<file path="src/rtl/mem_port_arbiter_if.sv">
// Request/response/memory bundle between the core ports, the arbiter and the unified memory.
interface mem_port_arbiter_if #(
    parameter int unsigned ADDR_WIDTH = 32,
    parameter int unsigned DATA_WIDTH = 32,
    parameter int unsigned MEM_DEPTH  = 32'h4000
);
    localparam int unsigned MEM_AW = $clog2(MEM_DEPTH) - 2;

    logic                  if_req_valid;
    logic                  if_req_ready;
    logic [ADDR_WIDTH-1:0] if_req_addr;
    logic                  if_flush;
    logic                  if_rsp_valid;
    logic [DATA_WIDTH-1:0] if_rsp_data;
    logic                  if_rsp_err;

    logic                  dm_req_valid;
    logic                  dm_req_ready;
    logic [ADDR_WIDTH-1:0] dm_req_addr;
    logic                  dm_req_we;
    logic [DATA_WIDTH-1:0] dm_req_wdata;
    logic [3:0]            dm_req_wstrb;
    logic                  dm_rsp_valid;
    logic [DATA_WIDTH-1:0] dm_rsp_data;
    logic                  dm_rsp_err;

    logic                  mem_en;
    logic [3:0]            mem_we;
    logic [MEM_AW-1:0]     mem_addr;
    logic [DATA_WIDTH-1:0] mem_wdata;
    logic [DATA_WIDTH-1:0] mem_rdata;

    // Arbiter side.
    modport slave (
        input  if_req_valid, if_req_addr, if_flush,
        output if_req_ready, if_rsp_valid, if_rsp_data, if_rsp_err,
        input  dm_req_valid, dm_req_addr, dm_req_we, dm_req_wdata, dm_req_wstrb,
        output dm_req_ready, dm_rsp_valid, dm_rsp_data, dm_rsp_err,
        output mem_en, mem_we, mem_addr, mem_wdata,
        input  mem_rdata
    );

    // Requester / memory side.
    modport master (
        output if_req_valid, if_req_addr, if_flush,
        input  if_req_ready, if_rsp_valid, if_rsp_data, if_rsp_err,
        output dm_req_valid, dm_req_addr, dm_req_we, dm_req_wdata, dm_req_wstrb,
        input  dm_req_ready, dm_rsp_valid, dm_rsp_data, dm_rsp_err,
        input  mem_en, mem_we, mem_addr, mem_wdata,
        output mem_rdata
    );
endinterface

</file>
<file path="src/rtl/mem_port_arbiter.sv">
// Fetch vs load/store arbiter for a single-ported unified memory with bounded fetch starvation.
module mem_port_arbiter #(
    parameter int unsigned ADDR_WIDTH   = 32,
    parameter int unsigned DATA_WIDTH   = 32,
    parameter int unsigned MEM_DEPTH    = 32'h4000,
    parameter int unsigned STARVE_LIMIT = 4
) (
    input  logic              clock,
    input  logic              reset_n,
    mem_port_arbiter_if.slave bus
);
    localparam int unsigned MEM_BITS = $clog2(MEM_DEPTH);
    localparam int unsigned CNT_W    = $clog2(STARVE_LIMIT + 1);

    typedef struct packed {
        logic valid;
        logic err;
        logic load;
    } rsp_t;

    logic [CNT_W-1:0] starve_q, starve_d;
    rsp_t             if_rsp_q, if_rsp_d;
    rsp_t             dm_rsp_q, dm_rsp_d;
    logic             force_if, if_gnt, dm_gnt, if_legal, dm_legal, if_vis, dm_vis;

    // Word aligned and inside the memory image.
    function automatic logic is_legal(input logic [ADDR_WIDTH-1:0] a);
        return (a[1:0] == 2'b00) && ((a >> MEM_BITS) == ADDR_WIDTH'(0));
    endfunction

    // Arbitration, starvation counter next state and memory drive.
    always_comb begin
        bus.if_req_ready = 1'b0;
        bus.dm_req_ready = 1'b0;
        bus.mem_en       = 1'b0;
        bus.mem_we       = 4'b0000;
        bus.mem_addr     = '0;
        bus.mem_wdata    = DATA_WIDTH'(0);
        starve_d         = starve_q;

        force_if = (starve_q == CNT_W'(STARVE_LIMIT));
        if_legal = is_legal(bus.if_req_addr);
        dm_legal = is_legal(bus.dm_req_addr);

        if (reset_n) begin
            bus.dm_req_ready = !(force_if && bus.if_req_valid);
            bus.if_req_ready = !bus.dm_req_valid || force_if;
        end
        if_gnt = bus.if_req_valid && bus.if_req_ready;
        dm_gnt = bus.dm_req_valid && bus.dm_req_ready;

        if (dm_gnt && dm_legal) begin
            bus.mem_en   = 1'b1;
            bus.mem_addr = bus.dm_req_addr[MEM_BITS-1:2];
            if (bus.dm_req_we) begin
                bus.mem_we    = bus.dm_req_wstrb;
                bus.mem_wdata = bus.dm_req_wdata;
            end
        end else if (if_gnt && if_legal) begin
            bus.mem_en   = 1'b1;
            bus.mem_addr = bus.if_req_addr[MEM_BITS-1:2];
        end

        if (if_gnt || !bus.if_req_valid) begin
            starve_d = '0;
        end else if (dm_gnt && !force_if) begin
            starve_d = starve_q + CNT_W'(1);
        end

        if_rsp_d.valid = if_gnt;
        if_rsp_d.err   = !if_legal;
        if_rsp_d.load  = 1'b1;
        dm_rsp_d.valid = dm_gnt;
        dm_rsp_d.err   = !dm_legal;
        dm_rsp_d.load  = !bus.dm_req_we;
    end

    // Response outputs: one cycle after grant, blanked by reset and fetch flush.
    always_comb begin
        if_vis           = reset_n && if_rsp_q.valid && !bus.if_flush;
        dm_vis           = reset_n && dm_rsp_q.valid;
        bus.if_rsp_valid = if_vis;
        bus.if_rsp_err   = if_vis && if_rsp_q.err;
        bus.if_rsp_data  = (if_vis && !if_rsp_q.err && if_rsp_q.load) ? bus.mem_rdata
                                                                      : DATA_WIDTH'(0);
        bus.dm_rsp_valid = dm_vis;
        bus.dm_rsp_err   = dm_vis && dm_rsp_q.err;
        bus.dm_rsp_data  = (dm_vis && !dm_rsp_q.err && dm_rsp_q.load) ? bus.mem_rdata
                                                                      : DATA_WIDTH'(0);
    end

    // State registers with synchronous active-low reset.
    always_ff @(posedge clock) begin
        if (!reset_n) begin
            starve_q <= '0;
            if_rsp_q <= '0;
            dm_rsp_q <= '0;
        end else begin
            starve_q <= starve_d;
            if_rsp_q <= if_rsp_d;
            dm_rsp_q <= dm_rsp_d;
        end
    end
endmodule
</file>
<file path="src/flat_wrapper.sv">
// flat-port wrapper written by rule: the top's interface ports become plain ports
module mem_port_arbiter_flat 
#(
    parameter int unsigned ADDR_WIDTH   = 32,
    parameter int unsigned DATA_WIDTH   = 32,
    parameter int unsigned MEM_DEPTH    = 32'h4000,
    parameter int unsigned STARVE_LIMIT = 4
)
  (clock, reset_n, bus_if_req_valid, bus_if_req_addr, bus_if_flush, bus_if_req_ready, bus_if_rsp_valid, bus_if_rsp_data, bus_if_rsp_err, bus_dm_req_valid, bus_dm_req_addr, bus_dm_req_we, bus_dm_req_wdata, bus_dm_req_wstrb, bus_dm_req_ready, bus_dm_rsp_valid, bus_dm_rsp_data, bus_dm_rsp_err, bus_mem_en, bus_mem_we, bus_mem_addr, bus_mem_wdata, bus_mem_rdata);
  mem_port_arbiter_if #(.ADDR_WIDTH(ADDR_WIDTH), .DATA_WIDTH(DATA_WIDTH), .MEM_DEPTH(MEM_DEPTH)) bus_i ();
  input  logic clock;
  input  logic reset_n;
  input wire logic [$bits(bus_i.if_req_valid)-1:0] bus_if_req_valid;
  input wire logic [$bits(bus_i.if_req_addr)-1:0] bus_if_req_addr;
  input wire logic [$bits(bus_i.if_flush)-1:0] bus_if_flush;
  output wire logic [$bits(bus_i.if_req_ready)-1:0] bus_if_req_ready;
  output wire logic [$bits(bus_i.if_rsp_valid)-1:0] bus_if_rsp_valid;
  output wire logic [$bits(bus_i.if_rsp_data)-1:0] bus_if_rsp_data;
  output wire logic [$bits(bus_i.if_rsp_err)-1:0] bus_if_rsp_err;
  input wire logic [$bits(bus_i.dm_req_valid)-1:0] bus_dm_req_valid;
  input wire logic [$bits(bus_i.dm_req_addr)-1:0] bus_dm_req_addr;
  input wire logic [$bits(bus_i.dm_req_we)-1:0] bus_dm_req_we;
  input wire logic [$bits(bus_i.dm_req_wdata)-1:0] bus_dm_req_wdata;
  input wire logic [$bits(bus_i.dm_req_wstrb)-1:0] bus_dm_req_wstrb;
  output wire logic [$bits(bus_i.dm_req_ready)-1:0] bus_dm_req_ready;
  output wire logic [$bits(bus_i.dm_rsp_valid)-1:0] bus_dm_rsp_valid;
  output wire logic [$bits(bus_i.dm_rsp_data)-1:0] bus_dm_rsp_data;
  output wire logic [$bits(bus_i.dm_rsp_err)-1:0] bus_dm_rsp_err;
  output wire logic [$bits(bus_i.mem_en)-1:0] bus_mem_en;
  output wire logic [$bits(bus_i.mem_we)-1:0] bus_mem_we;
  output wire logic [$bits(bus_i.mem_addr)-1:0] bus_mem_addr;
  output wire logic [$bits(bus_i.mem_wdata)-1:0] bus_mem_wdata;
  input wire logic [$bits(bus_i.mem_rdata)-1:0] bus_mem_rdata;
  assign bus_i.if_req_valid = bus_if_req_valid;
  assign bus_i.if_req_addr = bus_if_req_addr;
  assign bus_i.if_flush = bus_if_flush;
  assign bus_if_req_ready = bus_i.if_req_ready;
  assign bus_if_rsp_valid = bus_i.if_rsp_valid;
  assign bus_if_rsp_data = bus_i.if_rsp_data;
  assign bus_if_rsp_err = bus_i.if_rsp_err;
  assign bus_i.dm_req_valid = bus_dm_req_valid;
  assign bus_i.dm_req_addr = bus_dm_req_addr;
  assign bus_i.dm_req_we = bus_dm_req_we;
  assign bus_i.dm_req_wdata = bus_dm_req_wdata;
  assign bus_i.dm_req_wstrb = bus_dm_req_wstrb;
  assign bus_dm_req_ready = bus_i.dm_req_ready;
  assign bus_dm_rsp_valid = bus_i.dm_rsp_valid;
  assign bus_dm_rsp_data = bus_i.dm_rsp_data;
  assign bus_dm_rsp_err = bus_i.dm_rsp_err;
  assign bus_mem_en = bus_i.mem_en;
  assign bus_mem_we = bus_i.mem_we;
  assign bus_mem_addr = bus_i.mem_addr;
  assign bus_mem_wdata = bus_i.mem_wdata;
  assign bus_i.mem_rdata = bus_mem_rdata;
  mem_port_arbiter #(.ADDR_WIDTH(ADDR_WIDTH), .DATA_WIDTH(DATA_WIDTH), .MEM_DEPTH(MEM_DEPTH), .STARVE_LIMIT(STARVE_LIMIT)) u_core (.clock(clock), .reset_n(reset_n), .bus(bus_i));
endmodule
</file>
<file path="config.mk">
export PLATFORM = sky130hd
export DESIGN_NAME = mem_port_arbiter_flat
export DESIGN_NICKNAME = d
export VERILOG_FILES = /design/src/rtl/mem_port_arbiter_if.sv /design/src/rtl/mem_port_arbiter.sv /design/src/flat_wrapper.sv
export SDC_FILE = /design/constraint.sdc
export NUM_CORES = 1
export LEC_CHECK = 0
export ABC_CLOCK_PERIOD_IN_PS = 1700
export BUFFER_PORTS_ARGS = -buffer_cell sky130_fd_sc_hd__buf_2
export CORE_AREA = 2 2 99 101
export CTS_CLUSTER_DIAMETER = 100
export DETAILED_ROUTE_END_ITERATION = 10
export DIE_AREA = 0 0 101 103
export PLACE_DENSITY = 0.6
export REMOVE_ABC_BUFFERS = 1
export SYNTH_ARGS = -nofsm -noshare
export SYNTH_HDL_FRONTEND = slang
export SYNTH_SLANG_ARGS = --single-unit
</file>
<file path="constraint.sdc">
create_clock -name clock -period 1.7 [get_ports clock]
set_input_delay 0.34 -clock clock [delete_from_list [all_inputs] [get_ports clock]]
set_output_delay 0.34 -clock clock [all_outputs]
set_load 0.05 [all_outputs]
</file>
# --- Word level (Yosys, flattened, before mapping) ---
# Index checks and enable logic that the tools add are counted.
# Widths: inputs -> output; s select.
word_totals:
  register_bits: 9
  romBits: 0
  mem_count: 0
  mem_bits_rw: 0
  output_inout_bits: 119
  elab_cells: 57
  latch_bits: 0
  in_bits: 138
op_classes:
  n_eq_ne: 1
  n_reduce_logical: 34
  multipliers: 0
  shift: 0
  div_mod_pow: 0
  add_sub_neg: 1
  order_cmp: 0
  n_bitwise: 1
  muxes: 13
op_table:
  columns: ["op", "count"]
  rows:
  - ["$mux 32", 4]
  - ["$logic_not 32->1", 2]
  - ["$mux 12", 2]
  - ["$logic_and 1x1->1", 17]
  - ["$logic_not 1->1", 10]
  - ["$mux 4", 2]
  - ["$mux 1", 5]
  - ["$logic_not 2->1", 2]
  - ["$add 3x1->3 const B", 1]
  - ["$eq 3x3->1 const B", 1]
  - ["$logic_or 1x1->1", 2]
  - ["$reduce_or 2->1", 1]
  - ["$not 1->1", 1]

# --- Depth between registers and ports, before layout ---
# Gate-level depths: netlist of run 1.
logic_depth:
  depth_word: 7
  ltp_mapped: 6
  depth_no_buf: 5

# --- Worst setup path before layout of run 1 ---
# OpenSTA, ideal clock, no wires.
synth_timing:
  path_type: "flip-flop to output port"
  from: "register u_core.starve_q[0]"
  to: "output bus_mem_addr[10]"
  path_buffers: 1
  slack_ps: -911
  path_stages_with_launch: 7
  required_time_ps: 1360
  arrival_ps: 2271
  cell_sequence: "dfxtp_1 > inv_1 > ha_1 > a21bo_2 > nand4_1 > buf_2 > o32ai_1"
synth_via:
  elab_chain_len: 7
  elab_cells_between_ends: 12
  classes_between: "eq/ne (1); mux (4); reduce/logical (7)"
synth_rtl:
  columns: ["element", "line_no", "source"]
  rows:
  - ["start: declaration", "mem_port_arbiter.sv:21", "logic [CNT_W-1:0] starve_q, starve_d;"]
  - ["start signal: assignment", "mem_port_arbiter.sv:99", "starve_q <= starve_d;"]
  - ["$eq 3x3->1 *", "mem_port_arbiter.sv:41", "force_if = (starve_q == CNT_W'(STARVE_LIMIT));"]
  - ["$logic_or 1x1->1 / $logic_and 1x1->1 (equally long branches)", "mem_port_arbiter.sv:47, mem_port_arbiter.sv:46", null]
  - ["$mux 1 / $logic_not 1->1 (equally long branches)", "mem_port_arbiter.sv:45, mem_port_arbiter.sv:46", null]
  - ["$logic_and 1x1->1 / $mux 1 (equally long branches)", "mem_port_arbiter.sv:49, mem_port_arbiter.sv:45", null]
  - ["$logic_and 1x1->1, on equally long branches", "mem_port_arbiter.sv:59, mem_port_arbiter.sv:50", null]
  - ["$mux 12 / $logic_and 1x1->1 (equally long branches)", "mem_port_arbiter.sv:59, mem_port_arbiter.sv:52", null]
  - ["$mux 12 *", "mem_port_arbiter.sv:52", "if (dm_gnt && dm_legal) begin"]
  - ["end: declaration", "flat_wrapper.sv:31", "output wire logic [$bits(bus_i.mem_addr)-1:0] bus_mem_addr;"]
# Mark *: on every way between the ends. The rest lies on a longest branch, timed or not.

# --- Worst setup path in the final report of run 1 ---
layout_timing:
  from: "register u_core.starve_q[1]"
  to: "output bus_mem_addr[2]"
# Same word-level chain as after synthesis.

==> results of run 1 <==
[metrics by stage]
stage                     setup TNS, ns  cells
final                            -18.85    649
after global routing             -26.12    649
after CTS                        -24.23    648
after detailed placement         -24.15    626
after global placement           -23.32    626
after floorplan                 -112.99    228
[synthesized netlist by cell type, drive strengths merged]
library cell	n	area share (%)
and3	1	0.35
nand3	4	1.1
and3b	3	1.5
inv	3	0.63
nor3	36	18
and2	73	26
a21oi	1	0.28
nor4	10	7.1
mux2i	1	0.56
dfxtp	9	10
buf	9	3.8
o21a	2	0.84
ha	2	1.4
nor2	2	0.42
a21bo	1	0.56
nand4	15	6.1
nand2	51	11
o32ai	13	6.4
clkbuf	17	3.9
nor2b	1	0.35
[registers in the layout (all words and copies together) (netlist names)]
signal           cells
u_core.dm_rsp_q      3
u_core.if_rsp_q      3
u_core.starve_q      3
[routing by layer]
metal | global-route usage (%) | routed length (um) | share of wire [%]
met1 | 21.0 | 4130 | 38
met2 | 34.8 | 5830 | 54
met4 | 2.91 | 91 | 0.84
met5 | 0 | 0 | 0
met3 | 3.12 | 815 | 7.5
[worst reg2reg max path, delay by kind of cell (launching register included)]
| kind | cells | cell delay (ns) |
|---|---|---|
| buffers and inverters | 2 | 0.24 |
| DFF | 1 | 0.32 |
| adders and majority gates | 1 | 0.15 |
| and+or+nand+nor | 2 | 0.27 |
[logic make-up after synthesis]
| kind of cell | share of synthesized area, % |
|---|---|
| simple gates | 71.6 |
| compound gates | 8.08 |
| fa+ha+maj | 1.40 |
| buf+inv | 8.29 |
| mux | 0.562 |
| flops | 10.1 |
[worst paths after layout]
kind,cells past startpoint,endpoint,startpoint
worst max-delay path,7,bus_mem_addr[2],u_core.starve_q[1]
worst min register to register,2,u_core.starve_q[0],u_core.starve_q[0]
worst max register to register,5,u_core.dm_rsp_q[2],u_core.starve_q[1]
worst min-delay path,3,u_core.if_rsp_q[0],reset_n
[power by group]
group          switching, mW  internal (mW)
Clock                 0.0873          0.164
Combinational          0.217          0.213
Sequential           0.00309          0.221
[layout make-up]
cell class	count	area, sq um
fillers	811	4300
repair buffers	303	2790
multi-input cells	216	1990
flip-flops and latches	9	184
well taps	114	143
clock buffers	4	45.0
inverters	3	11.3
[what timing repair did]
action                     4_1_cts  5_1_grt
hold buffers                     0        0
gates cloned                     7        4
pin swaps                       69       19
buffers inserted                11        3
setup endpoints to repair      115      115
resized for setup              393       39
==> flow_summary.ini, run 1 <==
[final_layout]
diodes = 0
layout_common_cells = buf_2, buf_8, and2_4
final_util_pct = 54.6
stdcell_area_sq_um = 5160
area_delta_synth_final_pct = 190
final_nets = 676
layout_commonest_cell = buf_2
layout-drive-gt1-share_pct = 82.1

[setup_path]
regToRegSetupSlack_ns = 0.61
critPathBufInv = 3
path_max_fanout = 6
path_class = reg2out
critPathLaunchType = register
cp_slowest_cell = dfxtp_2
worst-endpoint-required_ns = 1.36
max_stage_delay_ns = 0.32
crit_family = buffers and inverters
worstPathCellList = inv_2, ha_4, a21bo_4, nand4_1, buf_6, o32ai_4, buf_6
cp-end-kind = primary output
arrival_ns = 1.70
path_common_cell = buf_6

[placed_design]
preCtsSetupSlack_ns = -0.390
dpl.hpwl_um = 6600
place_area_sq_um = 3370
port_buffers = 256
gp_congestion = 0.771

[sta]
min_period_over_period_pct = 120
fmax_mhz = 491
finalMaxSlewViolations = 0
hold_viol_final = 0
post-route-min-period_ns = 2.04
worst_pin_slew_ns = 0.348
setup_viol = 114
worst_slack_ns = -0.339
timing.hold.ws_ns = 0.405
rsz0062_at_grt = yes
relSlewSlack_pct = 76.6
skew_ns = 0.00342

[grt]
grt.total_usage_pct = 18.0
grt_max_degree = 38
grt_overflow_total = 0
grt_pass1_wl_um = 15100
antenna_found_initial = 0
grt_pass1_vias = 3084

[pwr]
ir_worst_vdd_v = 0.000175
p_total_mw = 0.904
cellLeakagePower_nw = 2.36
p_per_area_nw_per_um2 = 175

[outcome]
violations = negative setup slack
outcome = finished, violations left

[die]
initial_core_util_pct = 18.8
fp.dieW_um = 101
coreArea_sq_um = 9460
die_h_um = 103
ios = 257
std_cell_rows = 36
dieArea_sq_um = 10400

[job]
cap_violations = 0

[yosys]
ys_warn_count = 0
synth_cells = 254
ys_ff_latch = 9
syn_area_sq_um = 1780
syn_avg_cell_area_sq_um = 7.01
ys_types = 27
yosysSeqAreaShare_pct = 10.1

[clock_tree]
htree_levels = 1
clk_pin_slew_ns = 0.05
cts_sinks = 9
cts-root-buf = clkbuf_8
cts_tree = done
clk_latency_ns = 0.24
cts_made_buffers = 3
clockBufferDepth = 2

[routing]
wire_per_inst_um = 16.7
drc = 0
drt_wl_total_um = 10900
ant_nets = 0
first_iter_violations = 47
vias_per_cell = 4.78
dr.pass1.iters = 5
via_count = 3105

[min_path]
min_path_type = in2reg
Power figures use the tool's default switching activity.
==> run 2, diff against run 1 <==
Settings changed: PLACE_DENSITY 0.6 to 0.63.
==> flow_summary.ini, run 2 (synthesis results as in run 1) <==
[outcome]
outcome = finished, violations left
violations = negative setup slack

[sta]
worst_pin_slew_ns = 0.358
min_period_over_period_pct = 120
worst_slack_ns = -0.345
skew_ns = 0.00160
timing.hold.ws_ns = 0.402
relSlewSlack_pct = 76.0
finalMaxSlewViolations = 0
rsz0062_at_grt = yes
setup_viol = 106
fmax_mhz = 489
hold_viol_final = 0
post-route-min-period_ns = 2.05

[job]
cap_violations = 0

[die]
ios = 257
initial_core_util_pct = 18.8
die_h_um = 103
fp.dieW_um = 101
std_cell_rows = 36
dieArea_sq_um = 10400
coreArea_sq_um = 9460

[setup_path]
cp_slowest_cell = dfxtp_2
path_max_fanout = 6
path_common_cell = buf_6
rr_worst_depth = 6
worstPathCellList = inv_2, ha_4, a21bo_4, nand4_1, buf_6, o32ai_2, buf_6
critPathLaunchType = register
arrival_ns = 1.71
path_class = reg2out
cp-end-kind = primary output
max_stage_delay_ns = 0.32
worst-endpoint-required_ns = 1.36

[final_layout]
layout_commonest_cell = buf_2
final_nets = 669
layout-drive-gt1-share_pct = 81.6
final_util_pct = 53.2
fillers = 764
multiInputGateArea_sq_um = 1950
fin_cells = 642
ff_latch_area_sq_um = 184
area_delta_synth_final_pct = 182
reg.largest.list = u_core.dm_rsp_q: 3 flops, u_core.if_rsp_q: 3 flops, u_core.starve_q: 3 flops
layout_common_cells = buf_2, buf_8, and2_4
diodes = 0

[placed_design]
port_buffers = 256
dpl.hpwl_um = 6490
place_inst = 625
gp_congestion = 0.794

[clock_tree]
clk_latency_ns = 0.23
clockBufferDepth = 2
cts_made_buffers = 3
clk_pin_slew_ns = 0.05
htree_levels = 1
cts_tree = done
cts_sinks = 9
cts-root-buf = clkbuf_8

[pwr]
cellLeakagePower_nw = 2.24
ir_worst_vdd_v = 0.000167
p_total_mw = 0.902
p_per_area_nw_per_um2 = 179

[min_path]
min_path_type = in2reg
hold_depth = 2

[routing]
wire_per_inst_um = 16.8
drt_wl_total_um = 10800
first_iter_violations = 66
vias_per_cell = 4.78
drc = 0
via_count = 3068
dr.pass1.iters = 4
ant_nets = 0

[grt]
grt_max_degree = 37
grt.total_usage_pct = 18.6
antenna_found_initial = 1
grt_pass1_wl_um = 15300
grt_pass1_vias = 3086
grt_overflow_total = 0
## run 2: where the power goes
part	internal (mW)	leakage [nW]	switching, mW
combinational	0.211	2.14	0.217
sequential	0.221	0.0757	0.00299
clock	0.164	0.0228	0.0870
total	0.595	2.24	0.307
## run 2: stage by stage
stage / worst slack, ns / setup TNS (ns) / area [sq um]
6_report: -0.345 / -20.87 / 5030
5_1_grt: -0.431 / -26.96 / 5030
4_1_cts: -0.311 / -23.96 / 5090
3_5_place_dp: -0.391 / -23.09 / 3350
3_3_place_gp: -0.378 / -21.33 / 3350
2_1_floorplan: -2.15 / -112.99 / 1650
## run 2: final timing paths
check	slack, ns	endpoint	start
worst max-delay path	-0.35	bus_mem_addr[3]	u_core.starve_q[0]
worst min-delay path	0.40	u_core.dm_rsp_q[0]	bus_dm_req_we
worst max register to register	0.47	u_core.dm_rsp_q[2]	u_core.starve_q[0]
worst min register to register	0.53	u_core.starve_q[0]	u_core.starve_q[0]
## run 2: worst max-delay path: cells and delay by family, from the launching register on
family | cells | cell delay (ns)
flops | 1 | 0.32
compound gates | 2 | 0.36
fa+ha+maj | 1 | 0.14
simple gates | 1 | 0.16
buf+inv | 3 | 0.49
## run 2: timing repair
| item | in CTS | in global routing |
|---|---|---|
| gates resized for setup | 401 | 25 |
| setup endpoints to repair | 115 | 115 |
| cloned | 7 | 0 |
| hold endpoints to repair | 0 | 0 |
| buffers inserted | 12 | 2 |
| pin swaps | 75 | 10 |
| hold buffers | 0 | 0 |
## run 2: area by class of cell
cell class / count / share of cell area (%)
clock buffer: 4 / 0.895
inverter: 3 / 0.224
multi-input combinational: 216 / 38.8
sequential: 9 / 3.65
tap: 114 / 2.83
timing repair buffer: 296 / 53.6
## run 2: per-layer routing
metal | track usage (%) | up-vias | part of all wire (%)
met5 | 0 | - | 0.074
met4 | 3.22 | 2 | 1.4
met3 | 4.47 | 16 | 9.7
met2 | 36.3 | 201 | 54
met1 | 20.6 | 1423 | 35
li1 | - | 1426 | -
==> run 3, diff against run 2 <==
Settings changed: GPL_TIMING_DRIVEN set to 0.
==> flow_summary.ini, run 3 (synthesis results as in run 1) <==
[outcome]
outcome = finished, violations left
violations = negative setup slack

[routing]
drc = 0
drt_wl_total_um = 12200
dr.pass1.iters = 4
vias_per_cell = 4.96
ant_nets = 0
first_iter_violations = 93
via_count = 3198
wire_per_inst_um = 18.8

[setup_path]
cp-end-kind = primary output
endpoint = bus_mem_addr[2]
worst-endpoint-required_ns = 1.36
path_class = reg2out
path_max_fanout = 6
crit_family = buffers and inverters
r2r-start = u_core.starve_q[0]
cp_slowest_cell = dfxtp_2
crit_start = u_core.starve_q[1]
worstPathCellList = inv_2, ha_4, a21bo_4, nand4_1, buf_6, o32ai_4, buf_6
cp_num_cells = 7
regToRegSetupSlack_ns = 0.45
arrival_ns = 1.70
rr_worst_depth = 7
max_stage_delay_ns = 0.32
path_common_cell = buf_6
rr_endpoint = u_core.if_rsp_q[2]
critPathBufInv = 3
critPathLaunchType = register

[final_layout]
area_delta_synth_final_pct = 199
fin_cells = 645
reg.largest.list = u_core.dm_rsp_q: 3 flops, u_core.if_rsp_q: 3 flops, u_core.starve_q: 3 flops
layout_commonest_cell = buf_2
final_nets = 672
diodes = 0
layout-drive-gt1-share_pct = 83.1
layout_common_cells = buf_2, buf_6, and2_4
stdcell_area_sq_um = 5330

[sta]
finalMaxSlewViolations = 0
rsz0062_at_grt = yes
worst_slack_ns = -0.341
skew_ns = 0.00164
fmax_mhz = 490
timing.hold.ws_ns = 0.314
hold_viol_final = 0
worst_pin_slew_ns = 0.636
relSlewSlack_pct = 57.6
tns_ns = -18.90
post-route-min-period_ns = 2.04
setup_viol = 110
min_period_over_period_pct = 120

[clock_tree]
clk_pin_slew_ns = 0.04
cts_tree = done
cts-root-buf = clkbuf_8
htree_levels = 1
clk_latency_ns = 0.23
clockBufferDepth = 2
ctsHoldBuffers = 0
cts_sinks = 9
cts_made_buffers = 3

[placed_design]
place_area_sq_um = 3090
port_buffers = 256
place_inst = 599
gp_congestion = 0.798
dpl.hpwl_um = 6170

[die]
ios = 257
die_h_um = 103
dieArea_sq_um = 10400
initial_core_util_pct = 18.8
coreArea_sq_um = 9460
std_cell_rows = 36
fp.dieW_um = 101

[min_path]
min_path_type = in2reg
holdCritStartpoint = reset_n

[grt]
grt_max_degree = 38
grtUsageMet1_pct = 20.0
globalRoute.busiestLayer = met2
grt_pass1_vias = 2865
grt_use_met3_pct = 4.27
grt.total_usage_pct = 18.7
use_met2_pct = 37.5
grt_overflow_total = 0
grt_pass1_wl_um = 14900
antenna_found_initial = 1

[pwr]
cellLeakagePower_nw = 2.61
p_per_area_nw_per_um2 = 175
ir_worst_vdd_v = 0.000204

[job]
cap_violations = 0
-- run 3: report_power, final --
part | internal [mW] | leakage [nW] | switching (mW)
Sequential | 0.221 | 0.0761 | 0.0104
Clock | 0.164 | 0.0228 | 0.0885
Combinational | 0.208 | 2.51 | 0.238
-- run 3: final cells by class --
cell class / count / area [sq um]
fillers: 746 / 4130
flip-flops and latches: 9 / 186
multi-input cells: 223 / 2260
clock buffers: 4 / 45.0
inverters: 3 / 11.3
repair buffers: 292 / 2680
well taps: 114 / 143
-- run 3: what timing repair did --
action,in CTS,in global routing
endpoints found under the setup margin,116,115
resized for setup,341,130
gates cloned,9,3
pin swaps,45,26
buffers inserted,25,5
-- run 3: through the flow --
stage / power (mW) / worst slack [ns] / utilization (%)
global route: 0.971 / -0.404 / 56.3
CTS: 0.884 / -0.324 / 50.3
global placement: 0.539 / -2.17 / 32.4
finish: 0.930 / -0.341 / 56.3
detailed placement: 0.548 / -1.21 / 32.7
floorplan: 0.337 / -2.15 / -
-- run 3: how the worst min path moves through the flow --
stage / end / slack [ns] / depth (start not counted)
CTS: u_core.if_rsp_q[0] / 0.31 / 1
global route: u_core.if_rsp_q[0] / 0.31 / 1
floorplan: u_core.if_rsp_q[0] / 0.37 / 0
global placement: u_core.starve_q[0] / 0.49 / 2
detailed placement: u_core.starve_q[0] / 0.51 / 2
finish: u_core.if_rsp_q[0] / 0.31 / 1
-- run 3: worst reg2reg max path, cell delays in order (launching register included) --
cell and delay, ns:
dfxtp_2 0.33, inv_2 0.05, ha_4 0.17, a21bo_4 0.21, buf_4 0.13, buf_6 0.11
nand2_2 0.08, inv_1 0.05
-- run 3: layer usage --
| layer | vias to the layer above | part of all wire [%] |
|---|---|---|
| met4 | 2 | 2.2 |
| met1 | 1504 | 34 |
| met5 | - | 0.066 |
| li1 | 1453 | - |
| met2 | 214 | 54 |
| met3 | 25 | 9.1 |
